$ cat src/rtl/stream_downsize.sv
// Wide-to-narrow stream converter: emits the kept lanes of each wide beat lowest index first.
// Define STREAM_DOWNSIZE_KEEP_EN to honour s_keep_i; otherwise every lane of every beat is emitted.
module stream_downsize #(
  parameter int T_DATA_WIDTH = 1,
  parameter int T_DATA_RATIO = 2
) (
  input  logic                    clk,
  input  logic                    rst_n,
  input  logic [T_DATA_WIDTH-1:0] s_data_i [T_DATA_RATIO],
  input  logic [T_DATA_RATIO-1:0] s_keep_i,
  input  logic                    s_last_i,
  input  logic                    s_valid_i,
  output logic                    s_ready_o,
  output logic [T_DATA_WIDTH-1:0] m_data_o,
  output logic                    m_last_o,
  output logic                    m_valid_o,
  input  logic                    m_ready_i
);

  // Handshakes: a beat transfers on a rising edge where valid and ready are both high.
  // m_valid_o/m_data_o/m_last_o hold until taken; s_ready_o depends combinationally on m_ready_i.

  localparam int SEL_W = $clog2(T_DATA_RATIO);

  typedef enum logic {EMPTY, DRAIN} state_e;

  state_e                  state;
  logic [T_DATA_WIDTH-1:0] buf_data_q [T_DATA_RATIO];
  logic [T_DATA_WIDTH-1:0] buf_data_d [T_DATA_RATIO];
  logic [T_DATA_RATIO-1:0] rem_q, rem_d;
  logic [T_DATA_RATIO-1:0] load_mask;
  logic                    buf_last_q, buf_last_d;
  logic [SEL_W-1:0]        sel;
  logic                    rem_one;
  logic                    out_fire;
  logic                    in_fire;

`ifdef STREAM_DOWNSIZE_KEEP_EN
  assign load_mask = s_keep_i;
`else
  logic unused_keep;
  assign unused_keep = ^s_keep_i;
  assign load_mask   = '1;
`endif

  assign state   = (rem_q == '0) ? EMPTY : DRAIN;
  assign rem_one = (rem_q != '0) && ((rem_q & (rem_q - T_DATA_RATIO'(1))) == '0);

  // Lowest set bit of rem wins, so scanning from the top lets lower lanes overwrite.
  always_comb begin
    sel = '0;
    for (int i = T_DATA_RATIO - 1; i >= 0; i--) begin
      if (rem_q[i]) sel = SEL_W'(i);
    end
  end

  // State register
  always_ff @(posedge clk) begin
    if (!rst_n) begin
      rem_q      <= '0;
      buf_last_q <= 1'b0;
      for (int i = 0; i < T_DATA_RATIO; i++) buf_data_q[i] <= '0;
    end else begin
      rem_q      <= rem_d;
      buf_last_q <= buf_last_d;
      for (int i = 0; i < T_DATA_RATIO; i++) buf_data_q[i] <= buf_data_d[i];
    end
  end

  // Next-state: a new beat overrides the clear of the lane leaving this cycle.
  always_comb begin
    rem_d      = rem_q;
    buf_last_d = buf_last_q;
    for (int i = 0; i < T_DATA_RATIO; i++) buf_data_d[i] = buf_data_q[i];
    if (out_fire) rem_d[sel] = 1'b0;
    if (in_fire) begin
      rem_d      = load_mask;
      buf_last_d = s_last_i;
      for (int i = 0; i < T_DATA_RATIO; i++) buf_data_d[i] = s_data_i[i];
    end
  end

  // Outputs
  always_comb begin
    m_valid_o = (state == DRAIN);
    m_data_o  = buf_data_q[sel];
    m_last_o  = buf_last_q & rem_one;
    s_ready_o = rst_n && ((state == EMPTY) || ((state == DRAIN) && m_ready_i && rem_one));
  end

  assign out_fire = m_valid_o & m_ready_i;
  assign in_fire  = s_valid_i & s_ready_o;

endmodule

$ cat config.mk
export PLATFORM = sky130hd
export DESIGN_NAME = stream_downsize
export DESIGN_NICKNAME = d
export VERILOG_FILES = /design/src/rtl/stream_downsize.sv
export SDC_FILE = /design/constraint.sdc
export NUM_CORES = 1
export LEC_CHECK = 0
export CORE_AREA = 2 2 39 41
export DETAILED_ROUTE_END_ITERATION = 8
export DIE_AREA = 0 0 41 43
export HOLD_SLACK_MARGIN = 0.15
export PLACE_DENSITY = 0.54
export SLEW_MARGIN = 20
export SYNTH_ARGS = -nofsm -noshare
export SYNTH_HDL_FRONTEND = slang
export SYNTH_SLANG_ARGS = --single-unit
$ cat constraint.sdc
create_clock -name clk -period 1.8 [get_ports clk]
set_clock_uncertainty 0.1 [all_clocks]
set_input_delay 0.54 -clock clk [delete_from_list [all_inputs] [get_ports clk]]
set_output_delay 0.54 -clock clk [all_outputs]
set_load 0.005 [all_outputs]
* Yosys cells after proc, flatten, opt, wreduce, memory -nomap -nowiden
Memories as Yosys holds them, arrays and structs flattened.
Cells that the tools add are included.
** Storage, ports and cells
- Bits in registers :: 3
- Memory bits (writable) :: 2
- Input port bits :: 9
- Output and inout bits :: 4
- Logic and storage cells :: 38
- Memories :: 1
** Memories
- buf_data_q :: words 2, bits a word 1, read ports 1, clocked after memory_dff 0, wr ports 2, line 28 : logic [T_DATA_WIDTH-1:0] buf_data_q [T_DATA_RATIO];
** Cells by class
- Add/sub/neg operators :: 1
- $lt $le $gt $ge :: 2
- Equality and inequality tests :: 1
- Mux-type cells :: 12
- Bitwise operators :: 8
- Reductions and logical operators :: 11
** Operators with widths (count)
- 2-to-1 mux 1 bit :: 8
- 2-to-1 mux 2 bit :: 3
- logical AND 1 bit :: 5
- AND 2 bit :: 2
- zero test 2 bit :: 2
- nonzero test 2 bit :: 2
- AND 1 bit :: 3
- less-than comparator 1 x 2 -> 1 bit, second input constant :: 1
- NOT 2 bit :: 1
- OR 1 bit :: 2
- AND reduction 2 bit :: 1
- subtractor 2 x 1 -> 2 bit, second input constant :: 1
- demux 1 bit (select 1 bit) :: 1
- >= comparator 1 bit, second input constant :: 1
- logical OR 1 bit :: 1
- != test 1 bit, second input constant :: 1

* Logic depth before layout (Yosys ltp)
Gate-level depths: netlist (run 1).
- Word-level depth :: 11
- Gate-level depth with buffers :: 5
- Mapped depth without buffers :: 5

* Worst setup path before layout (run 1)
No wires, ideal clock.
- Path type :: flip-flop to output port
- Start :: register rem_q[0]
- End :: output port s_ready_o
- Data arrival time :: 0.902 ns
- Data required time :: 1.160 ns
- Setup slack :: 0.258 ns
- Cell stages (with the launch flop) :: 5
- Path buffers :: 0
- Path through :: dfxtp_1 inv_1 ha_1 a21oi_2 nor2_1
** On the way
- Word-level cells in the longest chain between the ends :: 7
- Elaborated cells between the ends (all ways) :: 11
- Classes of those cells :: add/sub: 1; mux: 1; bitwise: 1; reduce/logical: 8
** RTL lines
- start: declaration :: line 30 : logic [T_DATA_RATIO-1:0] rem_q, rem_d;
- start signal: assignment :: line 64 : rem_q <= rem_d;
- subtractor 2 x 1 -> 2 bit :: line 47 : assign rem_one = (rem_q != '0) && ((rem_q & (rem_q - T_DATA_RATIO'(1))) == '0);
- AND 2 bit :: line 47
- zero test 2 bit :: line 47
- logical AND 1 bit :: line 47
- logical AND 1 bit :: line 88 : s_ready_o = rst_n && ((state == EMPTY) || ((state == DRAIN) && m_ready_i && rem_one));
- logical OR 1 bit (*) :: line 88
- logical AND 1 bit (*) :: line 88
- end: declaration :: line 13 : output logic s_ready_o,
Mark *: on every way between the ends. The rest lies on a longest branch, timed or not.

* Worst setup path in the final report (run 1)
- Start :: register rem_q[0]
- End :: output port m_data_o
** On the way
- Word-level cells in the longest chain between the ends :: 2
** RTL lines
- 2-to-1 mux 1 bit :: line 53 : if (rem_q[i]) sel = SEL_W'(i);
- memory read (2 x 1 bit)
- end: declaration :: line 14 : output logic [T_DATA_WIDTH-1:0] m_data_o,
No other way between the ends.

==> results of run 1 <==
==> critical path, cell delays in order, from the launching register on <==
cell     delay [ns]
dfxtp_2        0.34
inv_4          0.05
ha_4           0.16
mux2_4         0.29
buf_6          0.11
==> kinds of logic (layout without fill, tap and decap cells) <==
logic type / Yosys count / after routing / share of synthesized area
compound gates: 3 / 3 / 0.07391
fa+ha+maj: 3 / 3 / 0.1304
buf+inv: 5 / 29 / 0.06522
flops: 5 / 5 / 0.4174
mux: 3 / 3 / 0.1087
simple gates: 11 / 11 / 0.2044
==> area by class of cell <==
cell class / count / area (um2)
fill: 154 / 843.3
multi-input combinational: 20 / 185.2
timing repair buffer: 20 / 162.7
sequential: 5 / 125.1
clock buffer: 4 / 26.28
inverter: 5 / 21.27
tap: 16 / 20.02
==> state kept, by name (all words and copies together), names as in the netlist <==
register,count
buf_data_q,2
buf_last_q,1
rem_q,2
==> how the worst min path moves through the flow <==
| stage | start | end | cells past startpoint |
|---|---|---|---|
| floorplan | buf_last_q | buf_last_q | 2 |
| global placement | buf_last_q | buf_last_q | 2 |
| detailed placement | buf_last_q | buf_last_q | 2 |
| CTS | buf_last_q | buf_last_q | 2 |
| global route | buf_last_q | buf_last_q | 2 |
| finish | buf_last_q | buf_last_q | 2 |
==> metal layers <==
layer | vias to the layer above | wire length (um) | share of wire | track usage
met5 | - | 0 | 0 | 0
met2 | 7 | 318 | 0.58 | 0.1313
met1 | 123 | 193 | 0.35 | 0.08091
met3 | 2 | 28 | 0.051 | 0.03141
met4 | 0 | 11 | 0.020 | 0.08000
li1 | 145 | - | - | -
==> synthesized netlist by cell type <==
cell type and count:
mux2_2 1, a21oi_2 1, dfxtp_1 3, edfxtp_1 2, and2_1 3, nor2_1 2
or2_4 1, nand2_1 3, o31ai_1 1, ha_1 3, nor2b_1 2, inv_1 5
o21ai_0 1, mux2i_1 2
==> metrics by stage <==
stage          std cells  worst slack, ns  TNS [ns]  hold slack, ns  cell area [um2]
2_1_floorplan         30           0.2576         0          0.3334            287.8
3_3_place_gp          64          -0.5326    -1.532          0.3476            467.9
3_5_place_dp          64          -0.5251    -1.540          0.3568            467.9
4_1_cts               70         -0.04510  -0.07459          0.3698            538.0
5_1_grt               70         -0.06686   -0.1503          0.4280            540.5
6_report              70         -0.03550  -0.04654          0.3614            540.5
==> layout by cell type, fill, tap and decap left out, drive strengths merged <==
cell type,netlist,routed
a21oi,1,1
and2,3,3
buf,0,13
clkbuf,0,4
clkdlybuf4s50,0,4
dfxtp,3,3
dlygate4sd2,0,3
edfxtp,2,2
ha,3,3
inv,5,5
mux2,1,1
mux2i,2,2
nand2,3,3
nor2,2,2
nor2b,2,2
o21ai,1,1
o31ai,1,1
or2,1,1
==> power groups by stage <==
stage / Clock, mW / Sequential, mW / Combinational, mW
floorplan: 0 / 0.148 / 0.0861
global placement: 0 / 0.148 / 0.195
detailed placement: 0 / 0.149 / 0.196
CTS: 0.131 / 0.156 / 0.248
global route: 0.136 / 0.161 / 0.269
finish: 0.126 / 0.157 / 0.245
==> what timing repair did <==
action	CTS	global route
buffers inserted	2	0
resized for setup	26	1
pin swaps	3	1
setup endpoints to repair	4	3
endpoints found under the hold margin	0	0
==> results_dict.tcl, run 1 <==
set metrics [dict create \
    cts_hold_buf 0 \
    pwr-share-seq 0.298 \
    grt.total_usage 0.08551 \
    gp_congestion 0.6953 \
    nets 67 \
    min_path_type "reg -> reg" \
    dp_hpwl_um 422.4 \
    rows 14 \
    viasPerCell 3.957 \
    numPortBuffers 10 \
    fp.dieH_um 43 \
    synthCells 30 \
    cp_data_required_time_ns 1.16 \
    rsz0062_at_grt "yes" \
    ir_worst_vdd_uv 466.9 \
    critPathCaptureType "primary output" \
    fin_ws_ns -0.03550 \
    dieWidth_um 41 \
    grt_pass1_wl_um 945 \
    io_pins 13 \
    crit_start "rem_q[0]" \
    postRouteAntennaNets 0 \
    switching_share 0.2817 \
    fp.coreArea_um2 1384 \
    max_freq_mhz 544.8 \
    totalWireLength_um 552 \
    path_class "reg -> out" \
    status "finished, violations left" \
    syn_nets 42 \
    numCtsBuffers 3 \
    final.min_clock_period_ns 1.836 \
    cts_sinks 5 \
    drive_above_1_share 0.4630 \
    clockRootBuffer "clkbuf_4" \
    power.net_switching_uw 149.0 \
    ys_warn_count 0 \
    rrSetupSlack_ns 0.10 \
    cts_tree "done" \
    syn_area_um2 287.8 \
    antenna_found_initial 0 \
    relSlewSlack 0.8657 \
    p_per_area_nw_per_um2 978.4 \
    critPathMaxFanout 3 \
    grt_max_degree 4 \
    clock_latency_ns 0.24 \
    crit_end "m_data_o" \
    start_util 0.2080 \
    p_leak_nw 0.2586 \
    rr_startpoint "rem_q[1]" \
    fin_util 0.3906 \
    tightest_slew_ns 0.2010 \
    setup_violations 2 \
    ys_ff_latch 5 \
    synth_cell_types 14 \
    cts_buffer_depth 2 \
    max_cap_violations 0 \
    synth_seq_area_share 0.4174 \
    internal_power_uw 379.9 \
    first_pass_iters 1 \
    overflow 0 \
    synth_area_leaders "dfxtp_1, edfxtp_1, ha_1" \
    finalHoldViolCount 0 \
    synth_top_cell_by_area "dfxtp_1" \
    design.die.area_um2 1763 \
    reg2reg_depth 7 \
    vias 277 \
    path_clk_slew_ns 0.04 \
    area_growth_pct 87.83 \
    wl_per_cell_um 7.886 \
    worstPathArrival_ns 1.20 \
    diodes 0 \
    power_uw 528.9 \
    drc 0 \
    period_share 1.020 \
    crit_path_start_kind "register" \
    drv_slew 0 \
    p_comb_frac 0.464 \
    first_iter_violations 0 \
    violations "setup timing" \
    r2r_end "buf_data_q[0]" \
    h-tree-depth 1 \
    avgSynthCellArea_um2 9.593 \
    synth_top_area_frac 0.2087 \
    clock_power_share 0.238 \
    grt_pass1_vias 256 \
]
Power figures use the tool's default switching activity.
==> run 2: changes to the inputs <==
HOLD_SLACK_MARGIN = 0.12   (was 0.15)
==> results of run 2 <==
No change in the layout: final DEF, timing and power equal those of run 1.
==> run 3: changes to the inputs <==
MAX_ROUTING_LAYER = met4   (was not set)
==> results_dict.tcl, run 3 (synthesis gave the netlist of run 1 again) <==
set metrics [dict create \
    status "finished, violations left" \
    violations "setup timing" \
    rows 14 \
    first_iter_violations 0 \
    final_common_cell "buf_4" \
    path_clk_slew_ns 0.04 \
    drc 0 \
    gp_congestion 0.7028 \
    crit_path_start_kind "register" \
    crit_path_max_incr_delay_ns 0.34 \
    min_path_type "reg -> reg" \
    drive_above_1_share 0.4630 \
    first_pass_iters 1 \
    tightest_slew_ns 0.2010 \
    worstPathArrival_ns 1.20 \
    dieWidth_um 41 \
    relSlewSlack 0.8657 \
    area_growth_pct 87.83 \
    max_freq_mhz 544.3 \
    max_cap_violations 0 \
    grt_pass1_wl_um 945 \
    clock_latency_ns 0.24 \
    nets 67 \
    critPathCaptureType "primary output" \
    h-tree-depth 1 \
    setup_violations 2 \
    register_area_um2 125.1 \
    final_cell_mix "buf_4, clkdlybuf4s50_1" \
    antenna_found_initial 0 \
    cts_hold_buf 0 \
    grt.total_usage 0.08763 \
    fin_ws_ns -0.03725 \
    top_regs "buf_data_q x2, rem_q x2, buf_last_q x1" \
    grt_pass1_vias 255 \
    clockRootBuffer "clkbuf_4" \
    design.die.area_um2 1763 \
    multi_input_area_um2 185.2 \
    critPathTopFamily "flip-flops" \
    rsz0062_at_grt "yes" \
    period_share 1.021 \
    diodes 0 \
    fillerInstances 154 \
    finalHoldViolCount 0 \
    dp_cells 64 \
    cp_cell_sequence "inv_4 > ha_4 > mux2_4 > buf_6" \
    viasPerCell 3.986 \
    io_pins 13 \
    cts_tree "done" \
    start_util 0.2080 \
    slowest_stage "dfxtp_2" \
    p_leak_nw 0.2586 \
    totalWireLength_um 552 \
    path_class "reg -> out" \
    dp_hpwl_um 422.4 \
    fp.coreArea_um2 1384 \
    wl_per_cell_um 7.886 \
    numCtsBuffers 3 \
    grt_max_degree 4 \
    final.min_clock_period_ns 1.837 \
    p_per_area_nw_per_um2 980.3 \
    numPortBuffers 10 \
    postRouteAntennaNets 0 \
    fp.dieH_um 43 \
    cts_buffer_depth 2 \
    ir_worst_vdd_uv 467.0 \
    drv_slew 0 \
    tns_ns -0.05005 \
    cts_sinks 5 \
    vias 279 \
    path_buf_inv 2 \
    critPathMaxFanout 3 \
    cp_data_required_time_ns 1.16 \
    overflow 0 \
    final_cells 70 \
]
==> run 3: what timing repair did <==
item | CTS | global route
setup buffers | 2 | 0
pin swaps | 3 | 1
resized for setup | 26 | 1
endpoints found under the setup margin | 4 | 3
==> run 3: per-layer routing <==
| layer | GRT usage | wire (um) |
|---|---|---|
| met5 | - | 0 |
| met4 | 0.08000 | 23 |
| met3 | 0.03141 | 25 |
| met2 | 0.1313 | 308 |
| met1 | 0.08091 | 194 |
==> run 3: metrics by stage <==
step | setup WS, ns | hold WS [ns] | total power, mW | utilization | cell area, um2
after global placement | -0.5326 | 0.3476 | 0.3430 | 0.3382 | 467.9
after CTS | -0.04510 | 0.3698 | 0.5348 | 0.3888 | 538.0
after global routing | -0.06686 | 0.4280 | 0.5659 | 0.3906 | 540.5
after detailed placement | -0.5251 | 0.3568 | 0.3449 | 0.3382 | 467.9
final | -0.03725 | 0.3614 | 0.5298 | 0.3906 | 540.5
after floorplan | 0.2576 | 0.3334 | 0.2344 | - | 287.8
==> run 3: tightest hold or removal path, stage by stage (launching register included) <==
cell and delay (ns):
dfxtp_1 0.30, nand2_1 0.05, mux2i_1 0.06
==> run 3: worst paths after layout <==
kind | start | endpoint | slack (ns) | cells past startpoint
worst max-delay path | rem_q[0] | m_data_o | -0.04 | 4
worst min-delay path | buf_last_q | buf_last_q | 0.36 | 2
worst max register to register | rem_q[1] | buf_data_q[0] | 0.10 | 7
worst min register to register | buf_last_q | buf_last_q | 0.36 | 2
==> run 3: cell type report <==
type | instances | area share
multi-input combinational | 20 | 0.3426
inverter | 5 | 0.03935
clock buffer | 4 | 0.04861
timing repair buffer | 20 | 0.3009
tap | 16 | 0.03704
sequential | 5 | 0.2315
==> run 3: power breakdown <==
group,switching (mW),internal [mW]
logic,0.0915,0.154
registers,0.0150,0.142
clock network,0.0434,0.0836
